[config.mk]
export PLATFORM = sky130hd
export DESIGN_NAME = stalling_unit
export DESIGN_NICKNAME = d
export VERILOG_FILES = /design/src/rtl/stalling_unit_pkg.sv /design/src/rtl/stalling_unit_mdbusytracker.sv /design/src/rtl/stalling_unit.sv
export SDC_FILE = /design/constraint.sdc
export NUM_CORES = 1
export LEC_CHECK = 0
export CAP_MARGIN = 20
export CORE_MARGIN = 3
export CORE_UTILIZATION = 49
export CTS_CLUSTER_SIZE = 24
export DETAILED_ROUTE_END_ITERATION = 10
export PLACE_DENSITY_LB_ADDON = 0.3
export SLEW_MARGIN = 5
export SYNTH_ARGS = -nofsm -noshare
export SYNTH_HDL_FRONTEND = slang
export SYNTH_SLANG_ARGS = --single-unit
export TNS_END_PERCENT = 5
[constraint.sdc]
create_clock -name clk -period 2.77 [get_ports clk]
set_input_delay 0.4155 -clock clk [delete_from_list [all_inputs] [get_ports clk]]
set_output_delay 0.4155 -clock clk [all_outputs]
set_load 0.05 [all_outputs]
[src/rtl/stalling_unit_pkg.sv]
// ----------------------------------------------------------------------------
// stalling_unit_pkg
//   Shared definitions for the pipeline stalling unit:
//     - md_state_e         : occupancy FSM encoding (IDLE=0, BUSY=1)
//     - REG_AW             : register-address width (5 bits, 32 GPRs)
//     - MD_LATENCY_DEFAULT : default multiply/divide occupancy in cycles
//     - MD_CNT_W           : width of the occupancy down-counter (1..15 fits)
// ----------------------------------------------------------------------------
package stalling_unit_pkg;

  typedef enum logic {
    MD_IDLE = 1'b0,
    MD_BUSY = 1'b1
  } md_state_e;

  localparam int unsigned REG_AW             = 5;
  localparam int unsigned MD_LATENCY_DEFAULT = 4;
  localparam int unsigned MD_CNT_W           = 4;

endpackage : stalling_unit_pkg

[src/rtl/stalling_unit_mdbusytracker.sv]
// ----------------------------------------------------------------------------
// mdbusytracker
//   Tracks how long the HI/LO multiply/divide unit stays occupied.
//   Two-state FSM (IDLE/BUSY) plus a 4-bit down-counter.
//
// Ports
//   clk      in   clock, rising edge
//   rst_n    in   synchronous active-low reset
//   start_i  in   accept strobe for a new mult/div (already qualified by the
//                 caller with "not stalled"); only honoured in IDLE
//   state_o  out  current FSM state (MD_BUSY means HI/LO is in flight)
//
// Handshake: start_i is a single-cycle acceptance strobe. In IDLE a high
// start_i is consumed on that clock edge; in BUSY it is ignored, and the
// caller is expected to stall the requester until the FSM is back in IDLE.
// ----------------------------------------------------------------------------
module mdbusytracker
  import stalling_unit_pkg::*;
#(
  parameter int unsigned MD_LATENCY = MD_LATENCY_DEFAULT
) (
  input  logic      clk,
  input  logic      rst_n,
  input  logic      start_i,
  output md_state_e state_o
);

  localparam logic [MD_CNT_W-1:0] LAT_LOAD = MD_CNT_W'(MD_LATENCY);
  localparam logic [MD_CNT_W-1:0] CNT_ONE  = MD_CNT_W'(1);

  md_state_e           state_q, state_d;
  logic [MD_CNT_W-1:0] cnt_q,   cnt_d;

  always_ff @(posedge clk) begin
    if (!rst_n) begin
      state_q <= MD_IDLE;
      cnt_q   <= '0;
    end else begin
      state_q <= state_d;
      cnt_q   <= cnt_d;
    end
  end

  always_comb begin
    state_d = state_q;
    cnt_d   = cnt_q;
    case (state_q)
      MD_IDLE: begin
        if (start_i) begin
          state_d = MD_BUSY;
          cnt_d   = LAT_LOAD;
        end
      end
      MD_BUSY: begin
        // The counter holds the number of BUSY cycles still to run,
        // including the current one; a value of 1 is the last BUSY cycle.
        if (cnt_q == CNT_ONE) begin
          state_d = MD_IDLE;
          cnt_d   = '0;
        end else begin
          cnt_d = cnt_q - CNT_ONE;
        end
      end
      default: begin
        state_d = MD_IDLE;
        cnt_d   = '0;
      end
    endcase
  end

  assign state_o = state_q;

endmodule : mdbusytracker

[src/rtl/stalling_unit.sv]
// ----------------------------------------------------------------------------
// stalling_unit
//   Hazard detection for a 5-stage MIPS pipeline. Stalls fetch/decode and
//   bubbles execute on a load-use hazard, or when a decode instruction
//   touches HI/LO (or starts another mult/div) while one is still in flight.
//
// Parameters
//   MD_LATENCY  cycles a mult/div occupies HI/LO (1..15)
//   CNT_W       width of the stalled-cycle performance counter
//
// Ports
//   clk, rst_n            clock / synchronous active-low reset
//   RsD, RtD              decode-stage source registers
//   UsesRsD, UsesRtD      decode instruction actually reads rs / rt
//   RtE                   execute-stage destination register
//   MemtoRegE             execute-stage instruction is a load
//   MDStartD              decode instruction is mult/multu/div/divu
//   MDUseD                decode instruction is mfhi/mflo/mthi/mtlo
//   PCEn                  PC enable (0 = stall)
//   EnD                   IF/ID enable (0 = stall)
//   FlushE                turn ID/EX into a bubble
//   MDBusy                mult/div in flight
//   StallCnt              saturating count of stalled cycles since reset
// ----------------------------------------------------------------------------
module stalling_unit
  import stalling_unit_pkg::*;
#(
  parameter int unsigned MD_LATENCY = MD_LATENCY_DEFAULT,
  parameter int unsigned CNT_W      = 16
) (
  input  logic              clk,
  input  logic              rst_n,
  input  logic [REG_AW-1:0] RsD,
  input  logic [REG_AW-1:0] RtD,
  input  logic              UsesRsD,
  input  logic              UsesRtD,
  input  logic [REG_AW-1:0] RtE,
  input  logic              MemtoRegE,
  input  logic              MDStartD,
  input  logic              MDUseD,
  output logic              PCEn,
  output logic              EnD,
  output logic              FlushE,
  output logic              MDBusy,
  output logic [CNT_W-1:0]  StallCnt
);

  logic             load_use;
  logic             md_haz;
  logic             stall;
  logic             md_start;
  md_state_e        md_state;
  logic [CNT_W-1:0] stall_cnt_q, stall_cnt_d;

  // $zero as a load destination never creates a dependency.
  assign load_use = MemtoRegE && (RtE != '0) &&
                    ((UsesRsD && (RsD == RtE)) || (UsesRtD && (RtD == RtE)));

  assign md_haz = MDBusy && (MDUseD || MDStartD);
  assign stall  = load_use || md_haz;

  assign PCEn   = ~stall;
  assign EnD    = ~stall;
  assign FlushE = stall;

  // A start that is itself being stalled (e.g. by a coincident load-use)
  // must not launch the tracker; it is retried once the stall clears.
  assign md_start = MDStartD && !stall;

  mdbusytracker #(
    .MD_LATENCY (MD_LATENCY)
  ) u_mdbusytracker (
    .clk     (clk),
    .rst_n   (rst_n),
    .start_i (md_start),
    .state_o (md_state)
  );

  assign MDBusy = (md_state == MD_BUSY);

  always_comb begin
    stall_cnt_d = stall_cnt_q;
    if (stall && (stall_cnt_q != {CNT_W{1'b1}})) begin
      stall_cnt_d = stall_cnt_q + CNT_W'(1);
    end
  end

  always_ff @(posedge clk) begin
    if (!rst_n) begin
      stall_cnt_q <= '0;
    end else begin
      stall_cnt_q <= stall_cnt_d;
    end
  end

  assign StallCnt = stall_cnt_q;

endmodule : stalling_unit
### Word-level counts from Yosys, hierarchy flattened

Cells that the tools add are included.

| cells by class | value |
|---|---|
| add/subtract/negate cells | 2 |
| order comparisons | 0 |
| shift operators | 0 |
| div/mod/pow operators | 0 |
| reduce and logical (&&, ||, !) cells | 12 |
| bitwise logic cells | 2 |
| equality and inequality tests | 5 |
| mux-type cells | 6 |
| $mul | 0 |

Operator list:

| cell | count |
|---|---|
| adder 16 x 1 -> 16 bit (second input constant) | 1 |
| != test 16 bit (second input constant) | 1 |
| equality test 5 bit | 2 |
| two-way mux 4 bit | 2 |
| one-hot mux 4 bit (2 select lines) | 1 |
| logical AND 1 bit | 7 |
| nonzero test 5 bit | 1 |
| equality test 4 x 1 -> 1 bit (second input constant) | 1 |
| subtractor 4 x 1 -> 4 bit (second input constant) | 1 |
| logical OR 1 bit | 3 |
| two-way mux 1 bit | 2 |
| != test 2 bit (second input constant) | 1 |
| NOT 1 bit | 2 |
| one-hot mux 1 bit (2 select lines) | 1 |
| logical NOT 1 bit | 1 |

| storage, ports and cells | value |
|---|---|
| memory bits (read-only) | 0 |
| memories kept | 0 |
| bits in writable memories | 0 |
| bits in latches | 0 |
| register bits after elaboration | 21 |
| logic and storage cells | 30 |
| input bits | 22 |
| output and inout bits | 20 |

### Logic depth before layout (Yosys ltp)

Gate-level depths: netlist of run 1.

| depth | value |
|---|---|
| depth after elaboration | 9 |
| depth in mapped cells | 8 |
| mapped depth without buffers | 7 |

### Modules after synthesis

Synthesis of run 1 repeated with hierarchy kept, for this count alone.

| second synthesis, totals | value |
|---|---|
| cells, all modules | 148 |
| area total of the unflattened synthesis | 1255.0 µm² |

By module, submodules not included:

| module | area each (µm²) | times used | cells each |
|---|---|---|---|
| stalling_unit | 998.5 | 1 | 119 |
| mdbusytracker | 256.5 | 1 | 29 |

### Least setup slack after synthesis of run 1

Ideal clock, no wire load.

| path | value |
|---|---|
| path kind | input to output |
| from | input RtE[1] |
| to | output FlushE |
| stages | 6 |
| arrival | 1.835 ns |
| path slack | 0.519 ns |
| cell sequence | xnor2_1 -> nand4_1 -> o22ai_4 -> nand3_1 -> and2_1 -> inv_1 |

| between the ends | value |
|---|---|
| cells in the longest elaborated chain, start to end | 5 |
| elaborated cells between the ends (all ways) | 9 |

RTL lines:

| item | RTL line | text |
|---|---|---|
| start, declared | stalling_unit.sv:37 | `input logic [REG_AW-1:0] RtE,` |
| equality test 5 bit | stalling_unit.sv:57 | `((UsesRsD && (RsD == RtE)) \|\| (UsesRtD && (RtD == RtE)));` |
| logical AND 1 bit | stalling_unit.sv:57 |  |
| logical OR 1 bit | stalling_unit.sv:57 |  |
| logical AND 1 bit (*) | stalling_unit.sv:56 | `assign load_use = MemtoRegE && (RtE != '0) &&` |
| logical OR 1 bit (*) | stalling_unit.sv:60 | `assign stall = load_use \|\| md_haz;` |
| end, declared | stalling_unit.sv:43 | `output logic FlushE,` |

Every way passes the cells marked *; elsewhere a longest branch is shown, timed or not.

### Worst setup path in the final report of run 1

| path | value |
|---|---|
| from | input RtE[2] |
| to | output FlushE |

Same word-level chain as after synthesis.

==> results.md, run 1 <==
- Post-synth EDFFs: 0
- Setup Fix Bufs, Post-CTS: 0
- Io pins: 42
- CTS tree: done
- Initial antenna violation count: 0
- Crit-path max FO: 3
- Setup TNS: 0 ps
- H-tree depth: 1
- Fin crit period: 2420 ps
- Fraction of layout cells with a size suffix above 1: 9.79%
- Final non-filler cell total: 222
- Multiplexer share of the synthesized area: 0%
- Core area: 2320 sq um
- Via count: 1247
- Worst-path clk slew: 120 ps
- Worst Tran Pin Value: 499 ps
- Average cell area after synthesis: 8.29 sq um
- CP Class: primary input to primary output
- Crit-path leading delay family: buffers and inverters
- DR iter-0 viols: 43
- Syn nets: 177
- Post-synth ARST share: 0%
- Hold Startpoint: u_mdbusytracker.cnt_q[3]$_SDFFE_PN0P_
- Area growth, synth to finish: 36.4%
- Peak VDD IR: 0.332 mV
- Xor/xnor share of the synthesized area: 8.34%
- Reg2reg start: StallCnt[0]$_SDFFE_PN0P_
- WL/cell: 13.8 um
- Synthesized netlist cell count: 152
- Final Hold Viols: 0
- Final Worst Setup Slack: 350 ps
- Clk_skew: 2.45 ps
- Max Buffers Root-to-Sink: 2
- Cell with the most instances after synthesis: dfxtp_1
- R2R setup slack: 710 ps
- RSZ-0062 raised after global routing: no
- Compound-Gate Fraction of Synth Area: 21.6%
- WP data arrival: 2000 ps
- Yosys top cell by area: dfxtp_1
- Worst Hold End: u_mdbusytracker.cnt_q[3]$_SDFFE_PN0P_
- CP required: 2350 ps
- CTS Buf Count: 3
- Clock Sinks: 21
- Slowest CP cell: clkdlybuf4s50_1
- Pwr/cell area: 366 nW/um^2
- Antenna diode count: 0
- Nets: 220
- Clock Latency Late Sink: 300 ps
- Status: finished, final reports clean
- Antenna viol nets, final: 0
- Vias in the first global route: 1177
- Mapped cell area: 1260 sq um
- Worst Hold Class: register to register
- Grt ovf: 0
- Final setup fails: 0
- Clk root buf: clkbuf_4
- Max-slew headroom: 66.6%
- RR Endpoint: StallCnt[12]$_SDFFE_PN0P_
- Crit. End Element: primary output
- Synth Register Bits: 21
- Cell Rows: 17
- Slew Limit Fails: 0
- Min Hold Slack: 493 ps
- CP max stage delay: 540 ps
- Startpoint Class: primary input
- Drt total wl: 3050 um
- Synth unique cells: 37
- DP HPWL: 2450 um
- Post-cts hold buffer count: 0
- Sequential area share after synthesis: 33.4%
- Post-CTS sizing: 0
- WHS Path Cells: 2
- Die footprint: 3220 sq um
- Die H: 56.7 um
- GRT Resource Usage Total: 19.4%
- Max-cap viol count: 0
- Area share of and/or/nand/nor cells after synthesis: 28.6%
- Synth cell count leaders: 21 x dfxtp_1, 14 x a21oi_1, 13 x or3_1
- Drt drc: 0
- R2R depth: 7
- Routability cong.: 0.742
- P_leak: 0.567 nW
- CP cell instances: clkdlybuf4s50_1 -> xnor2_1 -> nand4_1 -> o22ai_4 -> nand3_1 -> and2_1 -> inv_1 -> buf_12
- FMAX: 413 MHz
- Largest net degree at the start of global routing: 18
- Fin crit share: 87.4%
- Pre-CTS WS: 311 ps
- First-pass GRT wire length: 5020 um
- Post-synth top flop: dfxtp_1
- YS warnings: 0
- Placed insts: 218
- Initial Utilization: 54.3%
- Buffer and inverter count on the worst path: 3
- Synth top area share: 33.4%
- # port buffers: 41
- Post-synthesis adder-cell area fraction: 2.98%
- Synth top area cells: dfxtp_1 33%, xnor2_1 7.0%, or3_1 6.5%
- Die extent in x: 56.7 um
- TritonRoute pass-1 iters: 4
- Vias per cell: 5.62
- Largest family of logic cells by synthesized area: simple AND/OR/NAND/NOR gates
cell families after synthesis:
| kind of cell | count (synthesis) |
|---|---|
| XOR/XNOR | 12 |
| buffers and inverters | 14 |
| adder cells (fa/ha/maj) | 3 |
| AO/OA/AOI/OAI | 41 |
| flip-flops | 21 |
| AND/OR/NAND/NOR | 61 |
metrics by stage:
step	power, mW	area, sq um	utilization, %
after floorplan	0.423	1260	-
after detailed placement	0.490	1690	73.0
after global routing	0.665	1720	74.2
final	0.629	1720	74.2
after global placement	0.483	1690	73.0
after CTS	0.634	1720	74.2
how the worst max path moves through the flow:
stage / from / to / cells after the start
after floorplan: RtE[1] / FlushE / 6
after global placement: RtE[3] / FlushE / 8
after detailed placement: RtE[2] / StallCnt[12]$_SDFFE_PN0P_ / 7
after CTS: RtE[2] / FlushE / 8
after global routing: RtE[1] / FlushE / 7
final: RtE[2] / FlushE / 8
report_power, final:
| group | total [mW] | internal [mW] | switching [mW] | leakage (nW) |
|---|---|---|---|---|
| combinational | 0.159 | 0.0750 | 0.0842 | 0.379 |
| sequential | 0.323 | 0.312 | 0.0110 | 0.170 |
| clock | 0.147 | 0.0538 | 0.0931 | 0.0177 |
| total | 0.629 | 0.441 | 0.188 | 0.567 |
registers in the layout, indices dropped and copies added (netlist names):
name,flops
StallCnt,16
u_mdbusytracker.state_o,1
u_mdbusytracker.cnt_q,4
routing by layer:
layer	vias up	global-route usage, %	routed length, um
met5	-	0	0
met4	0	5.76	18
met3	2	4.83	110
met2	23	35.6	1670
met1	589	21.6	1260
li1	633	-	-
layout by cell type (no fill, tap or decap), types with 2 or more instances in the layout:
master	count
nor2_1	8
clkdlybuf4s50_1	38
nor3_1	3
buf_4	3
dfxtp_1	21
clkbuf_4	3
nand3_1	8
nand4_1	7
o21ai_1	10
nand2b_1	2
inv_1	9
nand2_1	11
xnor2_1	10
o21ai_0	7
or3_1	13
xor2_1	2
ha_1	3
o21a_1	2
a21oi_1	14
final cells by class:
| type | count | area (sq um) |
|---|---|---|
| Tap cell | 28 | 35.0 |
| Clock buffer | 3 | 22.5 |
| Timing Repair Buffer | 42 | 423 |
| Sequential cell | 21 | 420 |
| Multi-Input combinational cell | 117 | 776 |
| Clock inverter | 1 | 5.00 |
| Inverter | 10 | 37.5 |
| Fill cell | 193 | 599 |
worst register-to-register path, stage by stage, from the launching register on:
cell     delay [ps]
dfxtp_1         410
ha_1            190
nand3_1         180
nor4_4          400
nor3_1          110
a21oi_2         380
o21ai_0         160
a21oi_1         160
Power figures use the tool's default switching activity.
==> inputs of run 2 (changes only) <==
--- a/config.mk
+++ b/config.mk
@@ -10,6 +10,7 @@
 export CORE_UTILIZATION = 49
 export CTS_CLUSTER_SIZE = 24
 export DETAILED_ROUTE_END_ITERATION = 10
+export GPL_TIMING_DRIVEN = 1
 export PLACE_DENSITY_LB_ADDON = 0.3
 export SLEW_MARGIN = 5
 export SYNTH_ARGS = -nofsm -noshare
==> results of run 2 <==
Same layout as run 1: the final DEF is identical, and so are final timing and power.
==> inputs of run 3 (changes only) <==
--- a/config.mk
+++ b/config.mk
@@ -5,11 +5,13 @@
 export SDC_FILE = /design/constraint.sdc
 export NUM_CORES = 1
 export LEC_CHECK = 0
+export ABC_CLOCK_PERIOD_IN_PS = 2770
 export CAP_MARGIN = 20
 export CORE_MARGIN = 3
 export CORE_UTILIZATION = 49
 export CTS_CLUSTER_SIZE = 24
 export DETAILED_ROUTE_END_ITERATION = 10
+export GPL_ROUTABILITY_DRIVEN = 0
 export GPL_TIMING_DRIVEN = 1
 export PLACE_DENSITY_LB_ADDON = 0.3
 export SLEW_MARGIN = 5
==> results of run 3 <==
Same layout as run 1: the final DEF is identical, and so are final timing and power.
